## config.mk

```make
export PLATFORM = sky130hd
export DESIGN_NAME = miriscv_lsu_flat
export DESIGN_NICKNAME = d
export VERILOG_FILES = /design/src/rtl/miriscv_lsu_pkg.sv /design/src/rtl/miriscv_lsu_if.sv /design/src/rtl/miriscv_lsu_align.sv /design/src/rtl/miriscv_lsu.sv /design/src/flat_wrapper.sv
export SDC_FILE = /design/constraint.sdc
export NUM_CORES = 1
export LEC_CHECK = 0
export ABC_AREA = 1
export CORE_MARGIN = 3
export CORE_UTILIZATION = 25
export DETAILED_ROUTE_END_ITERATION = 10
export PLACE_DENSITY_LB_ADDON = 0.25
export SKIP_LAST_GASP = 1
export SLEW_MARGIN = 40
export SYNTH_ARGS = -nofsm -noshare
export SYNTH_HDL_FRONTEND = slang
export SYNTH_SLANG_ARGS = --single-unit
```

## constraint.sdc

```tcl
create_clock -name clk_i -period 7.5 [get_ports clk_i]
set_input_delay 0.75 -clock clk_i [delete_from_list [all_inputs] [get_ports clk_i]]
set_output_delay 0.75 -clock clk_i [all_outputs]
set_load 0.005 [all_outputs]
```

## src/rtl/miriscv_lsu_pkg.sv

```systemverilog
// Shared size codes, FSM encoding and the misalignment rule for the load-store unit.
package miriscv_lsu_pkg;

  localparam logic [2:0] LDST_B  = 3'd0;
  localparam logic [2:0] LDST_H  = 3'd1;
  localparam logic [2:0] LDST_W  = 3'd2;
  localparam logic [2:0] LDST_BU = 3'd4;
  localparam logic [2:0] LDST_HU = 3'd5;

  typedef enum logic [1:0] {
    ST_IDLE = 2'd0,
    ST_REQ  = 2'd1,
    ST_WAIT = 2'd2,
    ST_DONE = 2'd3
  } lsu_state_e;

  // Undefined size codes are treated as word accesses.
  function automatic logic is_misaligned(input logic [2:0] size, input logic [1:0] off);
    case (size)
      LDST_B, LDST_BU: return 1'b0;
      LDST_H, LDST_HU: return off[0];
      default:         return off != 2'b00;
    endcase
  endfunction

endpackage

```

## src/rtl/miriscv_lsu_if.sv

```systemverilog
// Data-memory request/grant/rvalid bus between the LSU (master) and memory (slave).
interface miriscv_lsu_if;
  logic        data_req;
  logic        data_we;
  logic [3:0]  data_be;
  logic [31:0] data_addr;
  logic [31:0] data_wdata;
  logic        data_gnt;
  logic        data_rvalid;
  logic [31:0] data_rdata;

  modport master (
    output data_req, data_we, data_be, data_addr, data_wdata,
    input  data_gnt, data_rvalid, data_rdata
  );

  modport slave (
    input  data_req, data_we, data_be, data_addr, data_wdata,
    output data_gnt, data_rvalid, data_rdata
  );
endinterface

```

## src/rtl/miriscv_lsu_align.sv

```systemverilog
// Combinational lane logic: store byte enables/replication and load extraction/extension.
module miriscv_lsu_align
  import miriscv_lsu_pkg::*;
(
  input  logic [2:0]  st_size_i,
  input  logic [1:0]  st_off_i,
  input  logic [31:0] st_data_i,
  output logic [3:0]  st_be_o,
  output logic [31:0] st_wdata_o,
  input  logic [2:0]  ld_size_i,
  input  logic [1:0]  ld_off_i,
  input  logic [31:0] ld_rdata_i,
  output logic [31:0] ld_data_o
);

  logic [7:0]  ld_byte;
  logic [15:0] ld_half;

  // Halfword lanes look only at off[1], so a stray off[0] is simply ignored.
  always_comb begin
    st_be_o    = 4'b1111;
    st_wdata_o = st_data_i;
    case (st_size_i)
      LDST_B, LDST_BU: begin
        st_be_o    = 4'b0001 << st_off_i;
        st_wdata_o = {4{st_data_i[7:0]}};
      end
      LDST_H, LDST_HU: begin
        st_be_o    = 4'b0011 << {st_off_i[1], 1'b0};
        st_wdata_o = {2{st_data_i[15:0]}};
      end
      default: begin
        st_be_o    = 4'b1111;
        st_wdata_o = st_data_i;
      end
    endcase
  end

  always_comb begin
    case (ld_off_i)
      2'd0:    ld_byte = ld_rdata_i[7:0];
      2'd1:    ld_byte = ld_rdata_i[15:8];
      2'd2:    ld_byte = ld_rdata_i[23:16];
      default: ld_byte = ld_rdata_i[31:24];
    endcase
    ld_half = ld_off_i[1] ? ld_rdata_i[31:16] : ld_rdata_i[15:0];
    case (ld_size_i)
      LDST_B:  ld_data_o = {{24{ld_byte[7]}}, ld_byte};
      LDST_BU: ld_data_o = {24'd0, ld_byte};
      LDST_H:  ld_data_o = {{16{ld_half[15]}}, ld_half};
      LDST_HU: ld_data_o = {16'd0, ld_half};
      default: ld_data_o = ld_rdata_i;
    endcase
  end

endmodule

```

## src/rtl/miriscv_lsu.sv

```systemverilog
// Load-store unit: one req/gnt/rvalid transaction per access, stalling the core until done.
// Optional MIRISCV_LSU_MISALIGN_EN traps misaligned H/W accesses without touching the bus.
module miriscv_lsu
  import miriscv_lsu_pkg::*;
(
  input  logic        clk_i,
  input  logic        rst_i,
  input  logic        lsu_req_i,
  input  logic        lsu_we_i,
  input  logic [2:0]  lsu_size_i,
  input  logic [31:0] lsu_addr_i,
  input  logic [31:0] lsu_data_i,
  output logic        lsu_stall_req_o,
  output logic [31:0] lsu_data_o,
  output logic        lsu_misaligned_o,
  miriscv_lsu_if.master bus
);

  lsu_state_e  state_q, state_d;
  logic        we_q;
  logic [2:0]  size_q;
  logic [1:0]  off_q;
  logic [31:0] addr_q;
  logic [3:0]  be_q;
  logic [31:0] wdata_q;
  logic [31:0] ldata_q;
  logic [3:0]  st_be;
  logic [31:0] st_wdata;
  logic [31:0] ld_data;
  logic        req_misaligned;
  logic        accept;
  logic        load_done;

`ifdef MIRISCV_LSU_MISALIGN_EN
  logic mis_q;
  assign req_misaligned = is_misaligned(lsu_size_i, lsu_addr_i[1:0]);
`else
  assign req_misaligned = 1'b0;
`endif

  assign accept    = (state_q == ST_IDLE) && lsu_req_i;
  assign load_done = (state_q == ST_WAIT) && bus.data_rvalid && !we_q;

  miriscv_lsu_align u_align (
    .st_size_i  (lsu_size_i),
    .st_off_i   (lsu_addr_i[1:0]),
    .st_data_i  (lsu_data_i),
    .st_be_o    (st_be),
    .st_wdata_o (st_wdata),
    .ld_size_i  (size_q),
    .ld_off_i   (off_q),
    .ld_rdata_i (bus.data_rdata),
    .ld_data_o  (ld_data)
  );

  always_ff @(posedge clk_i or posedge rst_i) begin
    if (rst_i) state_q <= ST_IDLE;
    else       state_q <= state_d;
  end

  // Once out of IDLE the transaction runs to completion regardless of lsu_req_i.
  always_comb begin
    state_d = state_q;
    case (state_q)
      ST_IDLE: if (lsu_req_i) state_d = req_misaligned ? ST_DONE : ST_REQ;
      ST_REQ:  if (bus.data_gnt) state_d = ST_WAIT;
      ST_WAIT: if (bus.data_rvalid) state_d = ST_DONE;
      default: state_d = ST_IDLE;
    endcase
  end

  always_comb begin
    bus.data_req    = (state_q == ST_REQ);
    lsu_stall_req_o = lsu_req_i && (state_q != ST_DONE);
`ifdef MIRISCV_LSU_MISALIGN_EN
    lsu_misaligned_o = (state_q == ST_DONE) && mis_q;
`else
    lsu_misaligned_o = 1'b0;
`endif
  end

  always_ff @(posedge clk_i or posedge rst_i) begin
    if (rst_i) begin
      we_q    <= 1'b0;
      size_q  <= 3'd0;
      off_q   <= 2'd0;
      addr_q  <= 32'd0;
      be_q    <= 4'd0;
      wdata_q <= 32'd0;
      ldata_q <= 32'd0;
`ifdef MIRISCV_LSU_MISALIGN_EN
      mis_q   <= 1'b0;
`endif
    end else begin
      if (accept) begin
        we_q    <= lsu_we_i;
        size_q  <= lsu_size_i;
        off_q   <= lsu_addr_i[1:0];
        addr_q  <= {lsu_addr_i[31:2], 2'b00};
        be_q    <= st_be;
        wdata_q <= st_wdata;
`ifdef MIRISCV_LSU_MISALIGN_EN
        mis_q   <= req_misaligned;
`endif
      end
      if (load_done) ldata_q <= ld_data;
    end
  end

  assign bus.data_we    = we_q;
  assign bus.data_be    = be_q;
  assign bus.data_addr  = addr_q;
  assign bus.data_wdata = wdata_q;
  assign lsu_data_o     = ldata_q;

endmodule

```

## src/flat_wrapper.sv

```systemverilog
// flat-port wrapper written by rule: the top's interface ports become plain ports
module miriscv_lsu_flat import miriscv_lsu_pkg::*;
  (clk_i, rst_i, lsu_req_i, lsu_we_i, lsu_size_i, lsu_addr_i, lsu_data_i, lsu_stall_req_o, lsu_data_o, lsu_misaligned_o, bus_data_req, bus_data_we, bus_data_be, bus_data_addr, bus_data_wdata, bus_data_gnt, bus_data_rvalid, bus_data_rdata);
  miriscv_lsu_if bus_i ();
  input  logic clk_i;
  input  logic rst_i;
  input  logic lsu_req_i;
  input  logic lsu_we_i;
  input  logic [2:0] lsu_size_i;
  input  logic [31:0] lsu_addr_i;
  input  logic [31:0] lsu_data_i;
  output logic lsu_stall_req_o;
  output logic [31:0] lsu_data_o;
  output logic lsu_misaligned_o;
  output wire logic [$bits(bus_i.data_req)-1:0] bus_data_req;
  output wire logic [$bits(bus_i.data_we)-1:0] bus_data_we;
  output wire logic [$bits(bus_i.data_be)-1:0] bus_data_be;
  output wire logic [$bits(bus_i.data_addr)-1:0] bus_data_addr;
  output wire logic [$bits(bus_i.data_wdata)-1:0] bus_data_wdata;
  input wire logic [$bits(bus_i.data_gnt)-1:0] bus_data_gnt;
  input wire logic [$bits(bus_i.data_rvalid)-1:0] bus_data_rvalid;
  input wire logic [$bits(bus_i.data_rdata)-1:0] bus_data_rdata;
  assign bus_data_req = bus_i.data_req;
  assign bus_data_we = bus_i.data_we;
  assign bus_data_be = bus_i.data_be;
  assign bus_data_addr = bus_i.data_addr;
  assign bus_data_wdata = bus_i.data_wdata;
  assign bus_i.data_gnt = bus_data_gnt;
  assign bus_i.data_rvalid = bus_data_rvalid;
  assign bus_i.data_rdata = bus_data_rdata;
  miriscv_lsu u_core (.clk_i(clk_i), .rst_i(rst_i), .lsu_req_i(lsu_req_i), .lsu_we_i(lsu_we_i), .lsu_size_i(lsu_size_i), .lsu_addr_i(lsu_addr_i), .lsu_data_i(lsu_data_i), .lsu_stall_req_o(lsu_stall_req_o), .lsu_data_o(lsu_data_o), .lsu_misaligned_o(lsu_misaligned_o), .bus(bus_i));
endmodule
```

==> impl_metrics.tcl, run 1 <==
set metrics [dict create \
    hold_class "flop to flop" \
    grt_pass1_wl_mm 26.6 \
    nFillCells 2053 \
    ys_ff_latch 106 \
    vias 4900 \
    cp_data_required_time_ps 7770 \
    clock-root-buffer "clkbuf_16" \
    syn_avg_cell_area_um2 7.91 \
    dp_hpwl_mm 12.0 \
    place_ws_ps 4390 \
    port_buffers 205 \
    detail_route.wl_per_cell_um 15.5 \
    drt_iter0_drc 205 \
    fmax_mhz 371 \
    post_dp_cell_area_um2 7320 \
    grt_usage 0.153 \
    cts_made_buffers 9 \
    synth_cell_types 31 \
    postCtsSetupBuffers 0 \
    gp_congestion 0.836 \
    rsz0062_at_grt "false" \
    antenna_found_initial 0 \
    clkTransAtPathRegs_ps 80 \
    hold_viol 0 \
    crit_path_end_kind "flop" \
    cp-start-kind "input port" \
    cts.sinks 106 \
    setup_tns_ps 0 \
    path_class "input port to flop" \
    dieArea_um2 22100 \
    tritoncts "done" \
    ctsHoldBuffers 0 \
    arrival_ps 2960 \
    power.density_nw_per_um2 381 \
    timing.hold.ws_ps 480 \
    diodes 0 \
    setup_slack_ps 4810 \
    coreArea_um2 19800 \
    status "finished, final reports clean" \
    grt_pass1_vias 4894 \
    die_x_um 149 \
    final_max_slew_viol_count 0 \
    die_h_um 149 \
    placementRows 51 \
    ir_drop_mv 0.156 \
    layout-drive-gt1-share 0.0550 \
    setup_viol_count_final 0 \
    detail_route.wirelength_mm 17.0 \
    area_delta_synth_final_pct 49.3 \
    design_area_um2 7610 \
    synthCells 645 \
    ant_nets 0 \
    nets 940 \
    drc 0 \
    clockBufferDepth 2 \
    grt_max_degree 76 \
    post_cts_resized 0 \
    yosysWarnings 0 \
    drtPass1Iterations 4 \
    min_period_over_period 0.359 \
    worst_pin_slew_ps 804 \
    min_period_ps 2690 \
    via_per_inst 4.45 \
    grt_overflow 0 \
    initial_core_util 0.258 \
    clk_latency_ps 360 \
    ys_seq_area_frac 0.520 \
    skew_ps 10.3 \
    netlist_area_um2 5100 \
    h-tree-depth 3 \
    maxSlewHeadroom 0.462 \
    crit_fanout 75 \
    max_cap_viol_count 0 \
    leakagePower_nw 3.55 \
    io_pins 209 \
]
==> stage by stage <==
step / power (mW) / util / std cells
5_1_grt: 3.13 / 0.385 / 1101
3_3_place_gp: 2.43 / 0.370 / 1085
3_5_place_dp: 2.44 / 0.370 / 1085
4_1_cts: 2.95 / 0.385 / 1101
2_1_floorplan: 1.70 / - / 647
6_report: 2.90 / 0.385 / 1101
==> routing by layer <==
layer | vias up | share of wire | GRT usage
met2 | 209 | 0.43 | 0.231
met5 | - | 0 | 0
met4 | 0 | 0.016 | 0.0426
met1 | 2256 | 0.44 | 0.201
met3 | 19 | 0.11 | 0.0644
li1 | 2416 | - | -
==> state kept, by name, summed over array words and instances, names as in the netlist <==
register,cells
u_core.bus.data_wdata,32
u_core.lsu_data_o,32
u_core.state_q,2
u_core.bus.data_be,4
u_core.bus.data_addr,30
u_core.off_q,2
u_core.size_q,3
u_core.bus.data_we,1
==> Yosys cell counts (all sizes together) <==
cell type	n	area [µm²]
inv	55	206
buf	25	166
or2	16	100
nand3b	1	7.51
dfrtp	106	2650
o22ai	2	12.5
nor2	42	163
o31ai	1	7.51
conb	1	3.75
o211ai	10	75.1
o21ai	26	130
clkbuf	12	46.3
nand2	236	901
a21oi	47	235
a41oi	6	52.6
ha	4	50.1
clkinv	1	3.75
nor3	1	5.00
a31oi	9	56.3
nand3	44	225
==> kinds of logic after synthesis <==
kind of cell / synth area share
compound gates: 0.112
other cells: 0.000735
flops: 0.520
simple gates: 0.275
buf+inv: 0.0829
fa+ha+maj: 0.00981
==> cell type report <==
cell class / count / area (µm²) / area share
inverter: 56 / 213 / 0.0279
timing repair buffer: 210 / 2090 / 0.275
sequential: 106 / 2650 / 0.348
clock inverter: 5 / 46.3 / 0.00608
tap: 265 / 332 / 0.0435
multi-input combinational: 448 / 2030 / 0.267
clock buffer: 11 / 243 / 0.0319
==> where the power goes <==
part	leakage [nW]	internal [mW]	switching [mW]
combinational	2.14	0.745	0.643
sequential	1.27	0.846	0.186
clock	0.143	0.241	0.239
total	3.55	1.83	1.07
==> layout by cell type, fill, tap and decap left out, types with 2 or more instances in the layout <==
cell type,netlist,layout
o211ai_1,10,10
ha_1,4,4
o22ai_1,2,2
or2_2,12,12
clkbuf_16,0,9
a31oi_1,9,9
inv_6,0,2
dfrtp_1,106,106
nand2_2,3,4
clkinv_4,0,2
inv_2,4,5
clkdlybuf4s50_1,0,205
o21ai_1,7,7
or2_1,4,4
o21ai_0,19,19
nand3_1,43,43
nor2_2,2,2
a21oi_1,47,47
nor2_1,40,40
conb_1,1,3
inv_1,51,49
buf_4,8,4
a41oi_1,6,6
nand2_1,232,231
==> critical path: stages <==
cell	delay (ps)
clkdlybuf4s50_1	490
nand2_2	50
buf_4	310
inv_2	100
buf_4	580
nand2_2	310
o211ai_1	270
==> path summary, 6_finish.rpt <==
path	from	to	slack (ps)	cells after the start
setup / recovery	lsu_req_i	u_core.bus.data_wdata[19]	4810	7
hold / removal	u_core.lsu_data_o[10]	u_core.lsu_data_o[10]	480	2
setup reg to reg	u_core.state_q[0]	u_core.bus.data_wdata[19]	4960	8
hold reg to reg	u_core.lsu_data_o[10]	u_core.lsu_data_o[10]	480	2
max in group asynchronous	rst_i	u_core.state_q[1]	5680	3
min in group asynchronous	rst_i	u_core.bus.data_addr[6]	810	2
Power figures use the tool's default switching activity.
==> run 2, diff against run 1 <==
- clock period: 7.5 -> 2.2 ns (I/O delays scaled with it)
==> run 2 against run 1 <==
Against the previous run: via count shrank 0.49%; global-route usage shrank 0.052 points; setup slack lost 4400 ps; clock power grew to 3.7 times the previous value; die area is the same; clock skew shrank 2.0 ps.
==> impl_metrics.tcl, run 2 (synthesis gave the netlist of run 1 again) <==
set metrics [dict create \
    status "finished, final reports clean" \
    placementRows 51 \
    grt_overflow 0 \
    mostFrequentLayoutCell "nand2_1" \
    setup_slack_ps 392 \
    clk_latency_ps 350 \
    drc 0 \
    cts.sinks 106 \
    leakagePower_nw 3.63 \
    dp_hpwl_mm 12.3 \
    nets 949 \
    min_period_over_period 0.822 \
    crit_path_end_kind "primary output" \
    post_cts_resized 0 \
    detail_route.wl_per_cell_um 15.1 \
    cp-start-kind "flop" \
    gp_congestion 0.807 \
    antenna_found_initial 0 \
    grt_pass1_wl_mm 26.7 \
    grt_pass1_vias 4998 \
    reg2reg_from "u_core.state_q[0]" \
    cp_data_required_time_ps 1980 \
    grt_max_degree 65 \
    die_x_um 149 \
    dieArea_um2 22100 \
    ctsHoldBuffers 0 \
    diodes 0 \
    postCtsSetupBuffers 0 \
    min_period_ps 1810 \
    reg2reg_depth 10 \
    crit_path_start "u_core.state_q[0]" \
    most-common-layout-cells "nand2_1, clkdlybuf4s50_1, dfrtp_1" \
    via_per_inst 4.39 \
    clockBufferDepth 2 \
    clock-root-buffer "clkbuf_16" \
    setup_viol_count_final 0 \
    place_ws_ps 530 \
    hold_class "input port to asynchronous set/reset pin" \
    initial_core_util 0.258 \
    cts_made_buffers 9 \
    ff2ff_setup_slack_ps 520 \
    h-tree-depth 3 \
    path_class "flop to primary output" \
    skew_ps 8.27 \
    max_cap_viol_count 0 \
    final_max_slew_viol_count 0 \
    grt_usage 0.152 \
    setup_tns_ps 0 \
    ant_nets 0 \
    ir_drop_mv 0.693 \
    area_delta_synth_final_pct 52.0 \
    power.density_nw_per_um2 1310 \
    hold_viol 0 \
    detail_route.wirelength_mm 16.8 \
    arrival_ps 1590 \
    drt_iter0_drc 201 \
    layout-drive-gt1-share 0.0663 \
    port_buffers 205 \
    nFillCells 2067 \
    rsz0062_at_grt "false" \
    tritoncts "done" \
    rr_endpoint "u_core.lsu_data_o[19]" \
    die_h_um 149 \
    fmax_mhz 553 \
    drtPass1Iterations 4 \
    crit_fanout 4 \
    clkTransAtPathRegs_ps 70 \
    vias 4876 \
    io_pins 209 \
    coreArea_um2 19800 \
]
[run 2: report_power, final]
group | switching (mW) | total (mW) | internal (mW)
sequential | 0.571 | 3.46 | 2.89
clock | 0.760 | 1.79 | 1.03
combinational | 2.27 | 4.87 | 2.60
total | 3.60 | 10.1 | 6.53
[run 2: cell type report]
type / instances / area [µm²] / area share
clock inverters: 6 / 87.6 / 0.0113
multi-input cells: 448 / 2030 / 0.262
inverters: 56 / 214 / 0.0276
clock buffers: 10 / 239 / 0.0308
well taps: 265 / 332 / 0.0428
repair buffers: 219 / 2190 / 0.283
flip-flops and latches: 106 / 2650 / 0.342
[run 2: how the worst max path moves through the flow]
| stage | to | slack [ps] | depth (start not counted) |
|---|---|---|---|
| after global routing | u_core.lsu_data_o[8] | 280 | 10 |
| final | lsu_stall_req_o | 390 | 3 |
| after detailed placement | u_core.lsu_data_o[19] | 530 | 10 |
| after global placement | u_core.lsu_data_o[29] | 550 | 10 |
| after CTS | lsu_stall_req_o | 360 | 3 |
| after floorplan | u_core.bus.data_addr[10] | 710 | 1 |
[run 2: stage by stage]
step / instance area, µm² / util / power (mW) / hold slack (ps) / std cells
global route: 7750 / 0.392 / 11.0 / 282 / 1110
floorplan: 5110 / - / 5.78 / 330 / 647
CTS: 7750 / 0.392 / 10.3 / 246 / 1110
finish: 7750 / 0.392 / 10.1 / 238 / 1110
global placement: 7430 / 0.375 / 8.39 / 460 / 1094
detailed placement: 7430 / 0.375 / 8.40 / 464 / 1094
[run 2: routing by layer]
layer,vias up,GRT usage,part of all wire
met4,0,0.0412,0.014
met5,-,0,0
li1,2433,-,-
met1,2244,0.195,0.44
met3,16,0.0629,0.11
met2,183,0.238,0.44
[run 2: critical path: stages (launching register included)]
cell	delay (ps)
dfrtp_1	410
ha_1	220
nor2_1	110
clkdlybuf4s50_1	510
==> run 3, diff against run 2 <==
- clock period: 2.2 -> 1.7 ns (I/O delays scaled with it)
==> run 3 against run 2 <==
Against the previous run: wire length up 4.5%; non-clock buffer count is 19 higher; die area unchanged; setup slack got worse by 340 ps; count of clock-buffer cells in the layout is 1 lower; highest routed layer unchanged; sequential cell count stayed put; worst hold slack got worse by 140 ps; critical path depth rose by 8; total power rose by 34%; design area grew 3.8%; register-to-register slack worse by 470 ps; first-iteration DRC count down 10%.
==> impl_metrics.tcl, run 3 (synthesis gave the netlist of run 1 again) <==
set metrics [dict create \
    dp.cells 1105 \
    min_period_over_period 0.971 \
    clock-root-buffer "clkbuf_16" \
    grt_pass1_vias 5033 \
    cp-start-kind "flop" \
    status "finished, final reports clean" \
    detail_route.wl_per_cell_um 15.6 \
    die_x_um 149 \
    drc 0 \
    crit_fanout 6 \
    ant_nets 0 \
    leakagePower_nw 3.75 \
    hold_class "input port to asynchronous set/reset pin" \
    hold_viol 0 \
    arrival_ps 1900 \
    min_period_ps 1650 \
    layout-drive-gt1-share 0.105 \
    detail_route.wirelength_mm 17.6 \
    clockBufferDepth 2 \
    final-instance-count-excl-fill 1129 \
    grt_pass1_wl_mm 27.0 \
    tritoncts "done" \
    skew_ps 5.56 \
    grt_max_degree 56 \
    cts_made_buffers 9 \
    placementRows 51 \
    fmax_mhz 606 \
    path_class "flop to flop" \
    cts.sinks 106 \
    rr_endpoint "u_core.lsu_data_o[21]" \
    max_cap_viol_count 0 \
    design_area_um2 8050 \
    port_buffers 205 \
    most-common-layout-cells "nand2_1, clkdlybuf4s50_1, dfrtp_1" \
    antenna_found_initial 0 \
    clkTransAtPathRegs_ps 80 \
    io_pins 209 \
    via_per_inst 4.43 \
    grt_overflow 0 \
    die_h_um 149 \
    coreArea_um2 19800 \
    ir_drop_mv 0.567 \
    vias 5000 \
    mostFrequentLayoutCell "nand2_1" \
    post_dp_cell_area_um2 7530 \
    timing.hold.ws_ps 103 \
    setup_viol_count_final 0 \
    place_ws_ps 68.3 \
    clk_latency_ps 360 \
    area_delta_synth_final_pct 57.8 \
    reg2reg_depth 11 \
    crit_path_end_kind "flop" \
    dp_hpwl_mm 13.0 \
    initial_core_util 0.258 \
    grt_usage 0.155 \
    drtPass1Iterations 6 \
    nets 968 \
    setup_slack_ps 49.8 \
    diodes 0 \
    drt_iter0_drc 181 \
    final_max_slew_viol_count 0 \
    h-tree-depth 3 \
    setup_tns_ps 0 \
    cp_data_required_time_ps 1950 \
    reg2reg_from "u_core.state_q[0]" \
    power.density_nw_per_um2 1680 \
    gp_congestion 0.874 \
    ff2ff_setup_slack_ps 50 \
    dieArea_um2 22100 \
]
[run 3: cell types whose count changed in the layout (fill, tap and decap cells not counted), moves of 3 or more]
cell	delta
a21oi_1	-11
a21oi_2	+11
buf_4	+10
buf_6	+3
clkbuf_16	+3
inv_4	+3
[run 3: critical path, stage by stage, from the launching register on]
cell and delay, ps:
dfrtp_1 400, buf_6 130, inv_4 60, ha_4 140
inv_2 30, nor2_2 130, nand2_4 130, buf_12 170
a21oi_1 140, nand3_1 110, nand2_2 70, inv_1 40
[run 3: worst max path at each step]
stage / depth (start not counted) / end / startpoint
after floorplan: 10 / u_core.lsu_data_o[18] / u_core.state_q[0]
after global placement: 10 / u_core.lsu_data_o[30] / u_core.state_q[0]
after detailed placement: 7 / u_core.bus.data_wdata[29] / u_core.state_q[1]
after CTS: 8 / u_core.bus.data_wdata[26] / u_core.state_q[0]
after global routing: 8 / u_core.bus.data_wdata[28] / u_core.state_q[0]
final: 11 / u_core.lsu_data_o[21] / u_core.state_q[0]
[run 3: cell type report]
cell class,instances,area (µm²)
Clock buffer,9,225
Fill cell,2010,11700
Tap cell,265,332
Multi-Input combinational cell,448,2100
Timing Repair Buffer,238,2430
Inverter,56,221
Sequential cell,106,2650
Clock inverter,7,85.1
[run 3: per-layer routing]
| layer | GRT usage | vias up | share of wire | wire (µm) |
|---|---|---|---|---|
| met4 | 0.0526 | 0 | 0.018 | 316 |
| met3 | 0.0589 | 19 | 0.11 | 1850 |
| met2 | 0.242 | 196 | 0.45 | 7860 |
| li1 | - | 2478 | - | - |
| met1 | 0.197 | 2307 | 0.43 | 7530 |
| met5 | 0 | - | 0 | 0 |
[run 3: power by group]
part / internal, mW / total [mW] / switching, mW
clock network: 1.17 / 2.23 / 1.06
logic: 3.70 / 6.79 / 3.09
registers: 3.74 / 4.50 / 0.766
total: 8.61 / 13.5 / 4.92
[run 3: metrics by stage]
| stage | power [mW] | utilization |
|---|---|---|
| 5_1_grt | 14.6 | 0.407 |
| 4_1_cts | 13.4 | 0.397 |
| 3_5_place_dp | 11.0 | 0.381 |
| 2_1_floorplan | 7.49 | - |
| 3_3_place_gp | 11.0 | 0.381 |
| 6_report | 13.5 | 0.407 |
[run 3: timing repair]
| action | in CTS | in global routing |
|---|---|---|
| hold buffers | 0 | 0 |
| pin swaps | 0 | 10 |
| setup buffers | 1 | 3 |
| gates cloned | 0 | 4 |
| endpoints found under the setup margin | 2 | 65 |
| gates resized for setup | 2 | 25 |
